### src/rtl/stopwatch_ctrl_if.sv
// Stopwatch control bus: raw operator inputs, counter feedback and control outputs.
// STOPWATCH_LAP_EN adds lap_btn and freeze.
interface stopwatch_ctrl_if;
    logic       start_btn;
    logic       stop_btn;
    logic       clr_btn;
    logic       dir_sw;
    logic       at_zero;
    logic       count_en;
    logic       clr_out;
    logic       dir;
    logic       running;
    logic [1:0] state;
`ifdef STOPWATCH_LAP_EN
    logic       lap_btn;
    logic       freeze;

    modport master (
        output start_btn, stop_btn, clr_btn, dir_sw, at_zero, lap_btn,
        input  count_en, clr_out, dir, running, state, freeze
    );
    modport slave (
        input  start_btn, stop_btn, clr_btn, dir_sw, at_zero, lap_btn,
        output count_en, clr_out, dir, running, state, freeze
    );
`else
    modport master (
        output start_btn, stop_btn, clr_btn, dir_sw, at_zero,
        input  count_en, clr_out, dir, running, state
    );
    modport slave (
        input  start_btn, stop_btn, clr_btn, dir_sw, at_zero,
        output count_en, clr_out, dir, running, state
    );
`endif
endinterface

### src/rtl/stopwatch_ctrl.sv
// Stopwatch front-end: button sync/debounce, run/pause/clear FSM and tick prescaler.
// Optional lap/freeze support is enabled with `define STOPWATCH_LAP_EN.
module stopwatch_ctrl #(
    parameter int DEBOUNCE_CYCLES = 1000000,
    parameter int TICK_DIV        = 1000000
) (
    input  logic            clk,
    input  logic            rst,
    stopwatch_ctrl_if.slave bus
);
    typedef enum logic [1:0] {
        IDLE  = 2'b00,
        RUN   = 2'b01,
        PAUSE = 2'b10,
        DONE  = 2'b11
    } state_t;

`ifdef STOPWATCH_LAP_EN
    localparam int NCH = 5;
`else
    localparam int NCH = 4;
`endif
    localparam int CH_DIR   = 0;
    localparam int CH_START = 1;
    localparam int CH_STOP  = 2;
    localparam int CH_CLR   = 3;
`ifdef STOPWATCH_LAP_EN
    localparam int CH_LAP   = 4;
`endif

    localparam int DW = $clog2(DEBOUNCE_CYCLES);
    localparam logic [DW-1:0] DB_LAST = DW'(DEBOUNCE_CYCLES - 1);
    localparam int PW = (TICK_DIV > 1) ? $clog2(TICK_DIV) : 1;
    localparam logic [PW-1:0] TICK_LAST = PW'(TICK_DIV - 1);
    // dir's debounced level starts at "up" so it agrees with the reset dir
    localparam logic [NCH-1:0] LVL_RST = NCH'(1);

    logic [NCH-1:0] raw;
    logic [NCH-1:0] sync1;
    logic [NCH-1:0] sync2;
    logic [NCH-1:0] level;
    logic [NCH-1:1] level_q;
    logic [NCH-1:1] press;
    logic [DW-1:0]  db_cnt [NCH];

    always_comb begin
        raw           = '0;
        raw[CH_DIR]   = bus.dir_sw;
        raw[CH_START] = bus.start_btn;
        raw[CH_STOP]  = bus.stop_btn;
        raw[CH_CLR]   = bus.clr_btn;
`ifdef STOPWATCH_LAP_EN
        raw[CH_LAP]   = bus.lap_btn;
`endif
    end

    always_ff @(posedge clk or negedge rst) begin
        if (!rst) begin
            sync1   <= '0;
            sync2   <= '0;
            level   <= LVL_RST;
            level_q <= '0;
            for (int i = 0; i < NCH; i++) begin
                db_cnt[i] <= '0;
            end
        end else begin
            sync1   <= raw;
            sync2   <= sync1;
            level_q <= level[NCH-1:1];
            for (int i = 0; i < NCH; i++) begin
                if (sync2[i] == level[i]) begin
                    db_cnt[i] <= '0;
                end else if (db_cnt[i] == DB_LAST) begin
                    level[i]  <= sync2[i];
                    db_cnt[i] <= '0;
                end else begin
                    db_cnt[i] <= db_cnt[i] + 1'b1;
                end
            end
        end
    end

    assign press = level[NCH-1:1] & ~level_q;

    logic start_p;
    logic stop_p;
    logic clr_p;
    assign start_p = press[CH_START];
    assign stop_p  = press[CH_STOP];
    assign clr_p   = press[CH_CLR];

    state_t        state, state_n;
    logic [PW-1:0] presc, presc_n;
    logic          dir_q, dir_n;
    logic          clr_q, clr_n;
    logic          run_q;
    logic          tick;
    logic          term;
`ifdef STOPWATCH_LAP_EN
    logic          lap_p;
    logic          freeze_q, freeze_n;
    assign lap_p = press[CH_LAP];
`endif

    // a down-count sitting at zero must never receive another tick
    assign tick = (state == RUN) && (presc == TICK_LAST);
    assign term = !dir_q && bus.at_zero;

    always_comb begin
        state_n  = state;
        presc_n  = presc;
        dir_n    = dir_q;
        clr_n    = 1'b0;
`ifdef STOPWATCH_LAP_EN
        freeze_n = freeze_q;
`endif
        if (state == IDLE || state == PAUSE) begin
            dir_n = level[CH_DIR];
        end
        if (state == RUN) begin
            presc_n = (presc == TICK_LAST) ? '0 : presc + 1'b1;
        end
        if (clr_p) begin
            state_n  = IDLE;
            clr_n    = 1'b1;
            presc_n  = '0;
`ifdef STOPWATCH_LAP_EN
            freeze_n = 1'b0;
`endif
        end else begin
            unique case (state)
                IDLE: begin
                    if (start_p && !term) begin
                        state_n = RUN;
                        presc_n = '0;
                    end
                end
                RUN: begin
                    if (stop_p) begin
                        state_n = PAUSE;
                    end else if (tick && term) begin
                        state_n  = DONE;
`ifdef STOPWATCH_LAP_EN
                        freeze_n = 1'b0;
                    end else if (lap_p) begin
                        freeze_n = !freeze_q;
`endif
                    end
                end
                PAUSE: begin
                    if (start_p) begin
                        state_n = RUN;
                    end
                end
                DONE: begin
                end
                default: begin
                end
            endcase
        end
    end

    always_ff @(posedge clk or negedge rst) begin
        if (!rst) begin
            state    <= IDLE;
            presc    <= '0;
            dir_q    <= 1'b1;
            clr_q    <= 1'b0;
            run_q    <= 1'b0;
`ifdef STOPWATCH_LAP_EN
            freeze_q <= 1'b0;
`endif
        end else begin
            state    <= state_n;
            presc    <= presc_n;
            dir_q    <= dir_n;
            clr_q    <= clr_n;
            run_q    <= (state_n == RUN);
`ifdef STOPWATCH_LAP_EN
            freeze_q <= freeze_n;
`endif
        end
    end

    assign bus.count_en = tick && !term;
    assign bus.clr_out  = clr_q;
    assign bus.dir      = dir_q;
    assign bus.running  = run_q;
    assign bus.state    = state;
`ifdef STOPWATCH_LAP_EN
    assign bus.freeze   = freeze_q;
`endif

endmodule
### src/flat_wrapper.sv
// flat-port wrapper written by rule: the top's interface ports become plain ports
module stopwatch_ctrl_flat 
#(
    parameter int DEBOUNCE_CYCLES = 1000000,
    parameter int TICK_DIV        = 1000000
)
  (clk, rst, bus_start_btn, bus_stop_btn, bus_clr_btn, bus_dir_sw, bus_at_zero, bus_count_en, bus_clr_out, bus_dir, bus_running, bus_state);
  stopwatch_ctrl_if bus_i ();
  input  logic clk;
  input  logic rst;
  input wire logic [$bits(bus_i.start_btn)-1:0] bus_start_btn;
  input wire logic [$bits(bus_i.stop_btn)-1:0] bus_stop_btn;
  input wire logic [$bits(bus_i.clr_btn)-1:0] bus_clr_btn;
  input wire logic [$bits(bus_i.dir_sw)-1:0] bus_dir_sw;
  input wire logic [$bits(bus_i.at_zero)-1:0] bus_at_zero;
  output wire logic [$bits(bus_i.count_en)-1:0] bus_count_en;
  output wire logic [$bits(bus_i.clr_out)-1:0] bus_clr_out;
  output wire logic [$bits(bus_i.dir)-1:0] bus_dir;
  output wire logic [$bits(bus_i.running)-1:0] bus_running;
  output wire logic [$bits(bus_i.state)-1:0] bus_state;
  assign bus_i.start_btn = bus_start_btn;
  assign bus_i.stop_btn = bus_stop_btn;
  assign bus_i.clr_btn = bus_clr_btn;
  assign bus_i.dir_sw = bus_dir_sw;
  assign bus_i.at_zero = bus_at_zero;
  assign bus_count_en = bus_i.count_en;
  assign bus_clr_out = bus_i.clr_out;
  assign bus_dir = bus_i.dir;
  assign bus_running = bus_i.running;
  assign bus_state = bus_i.state;
  stopwatch_ctrl #(.DEBOUNCE_CYCLES(DEBOUNCE_CYCLES), .TICK_DIV(TICK_DIV)) u_core (.clk(clk), .rst(rst), .bus(bus_i));
endmodule
### config.mk
export PLATFORM = sky130hd
export DESIGN_NAME = stopwatch_ctrl_flat
export DESIGN_NICKNAME = d
export VERILOG_FILES = /design/src/rtl/stopwatch_ctrl_if.sv /design/src/rtl/stopwatch_ctrl.sv /design/src/flat_wrapper.sv
export SDC_FILE = /design/constraint.sdc
export NUM_CORES = 1
export LEC_CHECK = 0
export CORE_MARGIN = 2
export CORE_UTILIZATION = 45
export DETAILED_ROUTE_END_ITERATION = 12
export SYNTH_ARGS = -nofsm -noshare
export SYNTH_HDL_FRONTEND = slang
export SYNTH_SLANG_ARGS = --single-unit
### constraint.sdc
create_clock -name clk -period 2.8 [get_ports clk]
set_input_delay 0.56 -clock clk [delete_from_list [all_inputs] [get_ports clk]]
set_output_delay 0.56 -clock clk [all_outputs]
set_load 0.05 [all_outputs]
==> flow_metrics.tcl <==
set metrics [dict create \
    status "finished clean" \
    fill_cells 1152 \
    place_congestion 0.789 \
    path_cells "ha_1 > nor4bb_1 > nand3_1 > nor4_4 > buf_12" \
    period_minus_slack_ps 2540 \
    synth_fp_nets 592 \
    synth_top_area_cell "dfrtp_1" \
    crit_slowest_cell "dfrtp_2" \
    synthSimpleGateAreaFrac_pct 25.9 \
    root_buffer "clkbuf_16" \
    grt_setup_unrepaired "no" \
    port_buffers 12 \
    ant_nets 0 \
    cts_inserted_buffers 17 \
    grt-ovfl-total 0 \
    viasPerCell 5.42 \
    slew_headroom_pct 20.3 \
    drv_cap 0 \
    yosys.area_share.adder_pct 1.07 \
    drive_above_1_share_pct 10.6 \
    hp-class "input pin to async pin" \
    ys_warn_count 0 \
    synth_area_um2 5820 \
    grt_pass1_wl_um 19400 \
    grt.total_usage_pct 17.0 \
    grt_max_degree 52 \
    antenna_found_initial 0 \
    dpl_cell_area_um2 6170 \
    ir_worst_vdd_mv 0.327 \
    nNetsFinal 614 \
    avgRoutedWirePerCell_um 13.9 \
    cts.sinks 120 \
    synth_top_area_share_pct 50.7 \
    ys_top_cells_by_area "dfrtp_1 (51%), xnor2_1 (5.1%), nor2_1 (4.6%)" \
    synth_top_family_by_area "simple AND/OR/NAND/NOR gates" \
    setup_tns_ps 0 \
    via_count 4268 \
    synth_cells 580 \
    synth_edf_count 0 \
    drt_iter0_drc 207 \
    area_growth_pct 17.1 \
    setup_viol 0 \
    cts_tree "built" \
    yosysSeqAreaShare_pct 51.6 \
    core.rowCount 41 \
    synth-seq-cells 120 \
    clock.fmax_mhz 394 \
    initial_utilization_pct 46.2 \
    core_area_um2 12600 \
    diodes 0 \
    crit_required_ps 2240 \
    yosysMostFrequentCell "dfrtp_1" \
    drc 0 \
    dr.pass1.iters 4 \
    cts_hold_buf 0 \
    final_area_um2 6820 \
    hold_viol 0 \
    total_power_mw 4.22 \
    wirelength_um 10900 \
    synth-xor-area-share_pct 9.47 \
    critPathKind "flop to output pin" \
    period_share_pct 90.7 \
    worstPathMaxFanout 9 \
    avgSynthCellArea_um2 10.0 \
    dp_hpwl_um 7330 \
    die_w_um 118 \
    yosys.cell_types.count 51 \
    dieArea_um2 13900 \
    worst_slew_pin_slew_ps 1190 \
    grt_pass1_vias 4090 \
    cpPeakStageDelay_ps 440 \
    critPathCaptureType "output pin" \
    synth_compound_gate_area_share_pct 8.42 \
    fp.dieH_um 118 \
    crit_arrival_ps 1980 \
    clk-insertion-delay-late_ps 400 \
    hold-worst-slack_ps 163 \
    utilization_pct 54.1 \
    clkSlewWorstSetupHoldPaths_ps 50 \
    leakagePower_nw 2.76 \
    synth_commonest_cells "dfrtp_1 (118), nor2_1 (72), nand2_1 (43)" \
    skew_ps 5.84 \
    synth-async-reset-ratio_pct 100 \
    cts-htree-levels 4 \
    ys.flop_type "dfrtp_1" \
    pwr_density_cell_nw_per_um2 619 \
    final_max_slew_viol_count 0 \
    io_pins 13 \
    cts_buffer_depth 2 \
    synth.area.mux_share_pct 1.14 \
    crit_path_start_kind "flop" \
]
## flip-flops by register name (all words and copies together) (netlist names)
| name | flops |
|---|---|
| u_core.bus.running | 1 |
| u_core.sync1 | 4 |
| u_core.db_cnt | 80 |
| u_core.level | 4 |
| u_core.sync2 | 4 |
| u_core.bus.clr_out | 1 |
| u_core.bus.dir | 1 |
| u_core.presc | 20 |
| u_core.bus.state | 2 |
| u_core.level_q | 3 |
## cells in the final DEF, fill, tap and decap left out, drive strengths merged, types with 4 or more instances in the layout
master           n
a21oi           33
and2             4
and3             7
and4             9
buf              9
bufinv           5
clkbuf          23
clkdlybuf4s50   10
clkinv           4
dfrtp          118
ha               5
inv             17
mux2             5
nand2           43
nand3           34
nand4           20
nor2            72
nor2b            4
nor3             9
nor4            18
nor4b            4
o21ai           16
o31ai           19
or3             17
or4             20
xnor2           34
xor2            29
## area by class of cell
cell class                 count  area (um^2)  area share, %
sequential                   120         3010           44.1
multi-input combinational    427         2710           39.7
tap                          172          215           3.15
inverter                      17         63.8          0.935
timing repair buffer          19          193           2.82
clock inverter                 9          170           2.49
clock buffer                  23          468           6.86
## worst max-delay path, delay by kind of cell, from the launching register on
kind	cells	cell delay (ps)
buffers and inverters	1	180
adder cells (fa/ha/maj)	1	220
flip-flops	1	440
AND/OR/NAND/NOR	3	740
## cells by family after synthesis
logic type               after synthesis
multiplexers                           6
XOR/XNOR                              63
buffers and inverters                 33
AO/OA/AOI/OAI                         76
flip-flops                           120
AND/OR/NAND/NOR                      277
adder cells (fa/ha/maj)                5
## repair_timing
| item | in CTS | in global routing |
|---|---|---|
| endpoints found under the setup margin | 1 | 14 |
| pin swaps | 0 | 2 |
| gates resized for setup | 1 | 1 |
| setup buffers | 0 | 1 |
## path summary, 6_finish.rpt
path | from | endpoint | cells after the start | slack (ps)
hold / removal | rst | u_core.db_cnt[55]$_DFF_PN0_ | 1 | 160
hold reg to reg | u_core.sync1[2]$_DFF_PN0_ | u_core.sync2[2]$_DFF_PN0_ | 0 | 350
max in group asynchronous | rst | u_core.db_cnt[9]$_DFF_PN0_ | 2 | 1880
min in group clk | u_core.sync1[2]$_DFF_PN0_ | u_core.sync2[2]$_DFF_PN0_ | 0 | 350
setup reg to reg | u_core.presc[0]$_DFF_PN0_ | u_core.presc[4]$_DFF_PN0_ | 5 | 350
setup / recovery | u_core.presc[0]$_DFF_PN0_ | bus_count_en | 5 | 260
## metrics by stage
| stage | setup WS, ps | instances |
|---|---|---|
| global placement | 355 | 754 |
| CTS | 26.1 | 786 |
| finish | 260 | 787 |
| detailed placement | 252 | 754 |
| global route | 64.7 | 787 |
| floorplan | 344 | 580 |
## report_power, final
part / internal [mW] / leakage, nW / switching (mW)
Sequential: 1.76 / 1.64 / 0.0163
Clock: 1.62 / 0.315 / 0.723
Combinational: 0.0331 / 0.809 / 0.0720
## metal layers
| layer | track usage (%) | up-vias | share of wire [%] | wire [um] |
|---|---|---|---|---|
| met4 | 5.80 | 0 | 1.3 | 140 |
| met5 | 0 | - | 0 | 0 |
| met2 | 26.9 | 49 | 48 | 5200 |
| li1 | - | 2131 | - | - |
| met1 | 22.8 | 2075 | 49 | 5300 |
| met3 | 4.65 | 13 | 2.7 | 293 |
(Power assumes the default switching activity.)
==> edit, RTL diff (config.mk and constraints unchanged) <==
`TICK_DIV` is set to 1000000 in 2 places; all go to 250000.
--- a/src/rtl/stopwatch_ctrl.sv
+++ b/src/rtl/stopwatch_ctrl.sv
@@ -4,3 +4,3 @@
     parameter int DEBOUNCE_CYCLES = 1000000,
-    parameter int TICK_DIV        = 1000000
+    parameter int TICK_DIV        = 250000
 ) (
--- a/src/flat_wrapper.sv
+++ b/src/flat_wrapper.sv
@@ -4,3 +4,3 @@
     parameter int DEBOUNCE_CYCLES = 1000000,
-    parameter int TICK_DIV        = 1000000
+    parameter int TICK_DIV        = 250000
 )
Behaviour: no difference found for any inputs over 10 cycles, from zero or initial values and one cycle with rst low; that may be too few to reach the edited logic, so the function may still have changed.
==> edit against the original RTL <==
The run now ends with setup timing left; synthesized area down 1.9%; global-route usage up 1.2 points; highest routed layer unchanged; final area down 2.2%; routed wire length up 2.0%; power down 5.7%; hold slack better by 0.020 ns; die area down 1.8%; setup slack worse by 0.27 ns; maximum frequency down 9.6%; sequential cell count down 2.
==> edit: results (changes against the original RTL) <==
| Metric | Value |
|---|---|
| Final nets | 595 (-3.1%) |
| Worst Reg2Reg Path Length in Cells | 4 (-1) |
| Final Skew | 0.00619 ns (+0.000352 ns) |
| Critical R2R Launch | u_core.db_cnt[72] |
| Yosys warns | 0 (unchanged) |
| Post-synth top cells | 116 x dfrtp_1, 78 x nor2_1, 37 x xor2_1, 35 x nand3_1, 34 x xnor2_1 |
| Syn Nets | 568 (-4.1%) |
| Setup ws final | -0.00883 ns (-0.269 ns) |
| GR Layer Usage met1 | 24.3% (+1.5 points) |
| # setup viols final | 1 (+1) |
| Ys async rst share | 100% (unchanged) |
| Worst reg2reg path endpoint | u_core.db_cnt[76] |
| Leak | 2.72 nW (-1.4%) |
| First-pass GRT wire length | 19400 microns (+0.18%) |
| Sum Neg Setup Slack | -0.00883 ns (-0.00883 ns) |
| Share of layout cells above drive strength 1 | 11.3% (+0.69 points) |
| Outcome | finished with violations |
| Largest net degree at the start of global routing | 51 (-1.9%) |
| Dominant cells by area after synthesis | dfrtp_1 51%, xor2_1 5.7%, xnor2_1 5.2% |
| Initial DRC count | 270 (+30%) |
| Detailed-route via count | 4190 (-1.8%) |
| Worst skew pair latency | 0.41 ns |
| CP arrival | 2.25 ns (+0.27 ns) |
| GPL Wtd Cong | 0.843 (+6.9%) |
| GRT met2 Usage | 28.4% (+1.5 points) |
| Global routing usage on met3 | 5.60% (+0.95 points) |
| Max incr delay on CP | 0.59 ns (+0.15 ns) |
| DP HPWL | 7440 microns (+1.6%) |
| TritonRoute pass-1 iters | 4 (unchanged) |
| Wirelength per Cell | 14.5 microns (+4.7%) |
| Reg clk slew, reported paths | 0.05 ns (about the same) |
| Post-DP Area | 6040 sq um (-2.1%) |
| Pre-CTS setup slack | 0.272 ns (+0.0197 ns) |
| Mapped Cells | 556 (-4.1%) |
| Total Routing Usage GR | 18.2% (+1.2 points) |
| Routed wl met3 | 411 microns (+40%) |
| CP delay by family, top | simple AND/OR/NAND/NOR gates |
| Layout Cells excl Fill | 767 (-2.5%) |
| Placed cell count | 731 (-3.1%) |
| Slowest cell on crit path | or4_4 |
| CTS root buffer | clkbuf_16 |
| Setup slack, reg-to-reg | 0.58 ns (+0.23 ns) |
| Peak VDD IR | 0.000397 V (+21%) |
| Worst-case clock buffer depth | 2 (unchanged) |
| Vias in the first global route | 4076 (-0.34%) |
| Regs by FF count | u_core.db_cnt x80, u_core.presc x18 |
| WL met2 | 5200 microns (+0.13%) |
| Max FO, Critical Path | 3 (-6) |
| Sequential-to-total area share from yosys stat | 51.7% (+0.12 points) |
| Initial antenna violation count | 0 (unchanged) |
| Failing checks | setup timing |
| Metal-1 WL | 5370 microns (+1.2%) |
| Hold WS | 0.183 ns (+0.0196 ns) |
| Yosys cell types | 47 (-7.8%) |
| TritonCTS Buffers | 17 (unchanged) |
| Top Metal Used | met4 |
| Worst-Margin Slew | 0.654 ns (-0.534 ns) |
-- edit: changes by cell type in the layout (fill, tap and decap cells not counted), moves of 5 or more --
cell,unedited run,this run
a21oi_1,32,23
nor2_1,72,78
nand4_1,19,25
nand2_1,43,33
o31ai_1,17,12
inv_1,17,12
xor2_1,29,37
-- edit: timing repair --
item | in CTS | in global routing
pin swaps | 3 | 1
cloned | 0 | 0
buffers inserted | 5 | 0
setup endpoints to repair | 1 | 1
gates resized for setup | 1 | 1
-- edit: report_power, final --
group	switching [mW]	total [mW]	internal (mW)
clock network	0.738	2.13	1.39
registers	0.0171	1.74	1.73
logic	0.0728	0.107	0.0341
-- edit: worst reg2reg max path: stages (launching register included) --
cell and delay (ns):
dfrtp_1 0.41, or4_1 0.53, or4_4 0.58, o21ai_4 0.44, nor2_1 0.12
-- edit: area by class of cell --
class	instances	area, sq um
multi-input cells	411	2650
clock inverters	8	97.6
fillers	1122	5850
flip-flops and latches	118	2960
inverters	12	45.0
clock buffers	23	488
repair buffers	23	223
well taps	172	215
-- edit: worst max-delay path by stage --
stage	startpoint	endpoint	slack, ns	cells after the start
3_5_place_dp	u_core.presc[5]	bus_count_en	0.27	4
6_report	u_core.presc[11]	bus_count_en	-0.009	4
5_1_grt	u_core.presc[11]	bus_count_en	-0.06	4
4_1_cts	u_core.presc[8]	bus_count_en	-0.02	4
3_3_place_gp	u_core.presc[5]	bus_count_en	0.29	4
2_1_floorplan	u_core.presc[5]	bus_count_en	0.09	3
-- edit: cell families after synthesis --
group	count (synthesis)	share of synthesized area [%]
simple gates	272	25.8
fa+ha+maj	5	1.09
mux	6	1.16
flops	118	51.7
xor+xnor	71	10.9
compound gates	57	7.16
buf+inv	27	2.21
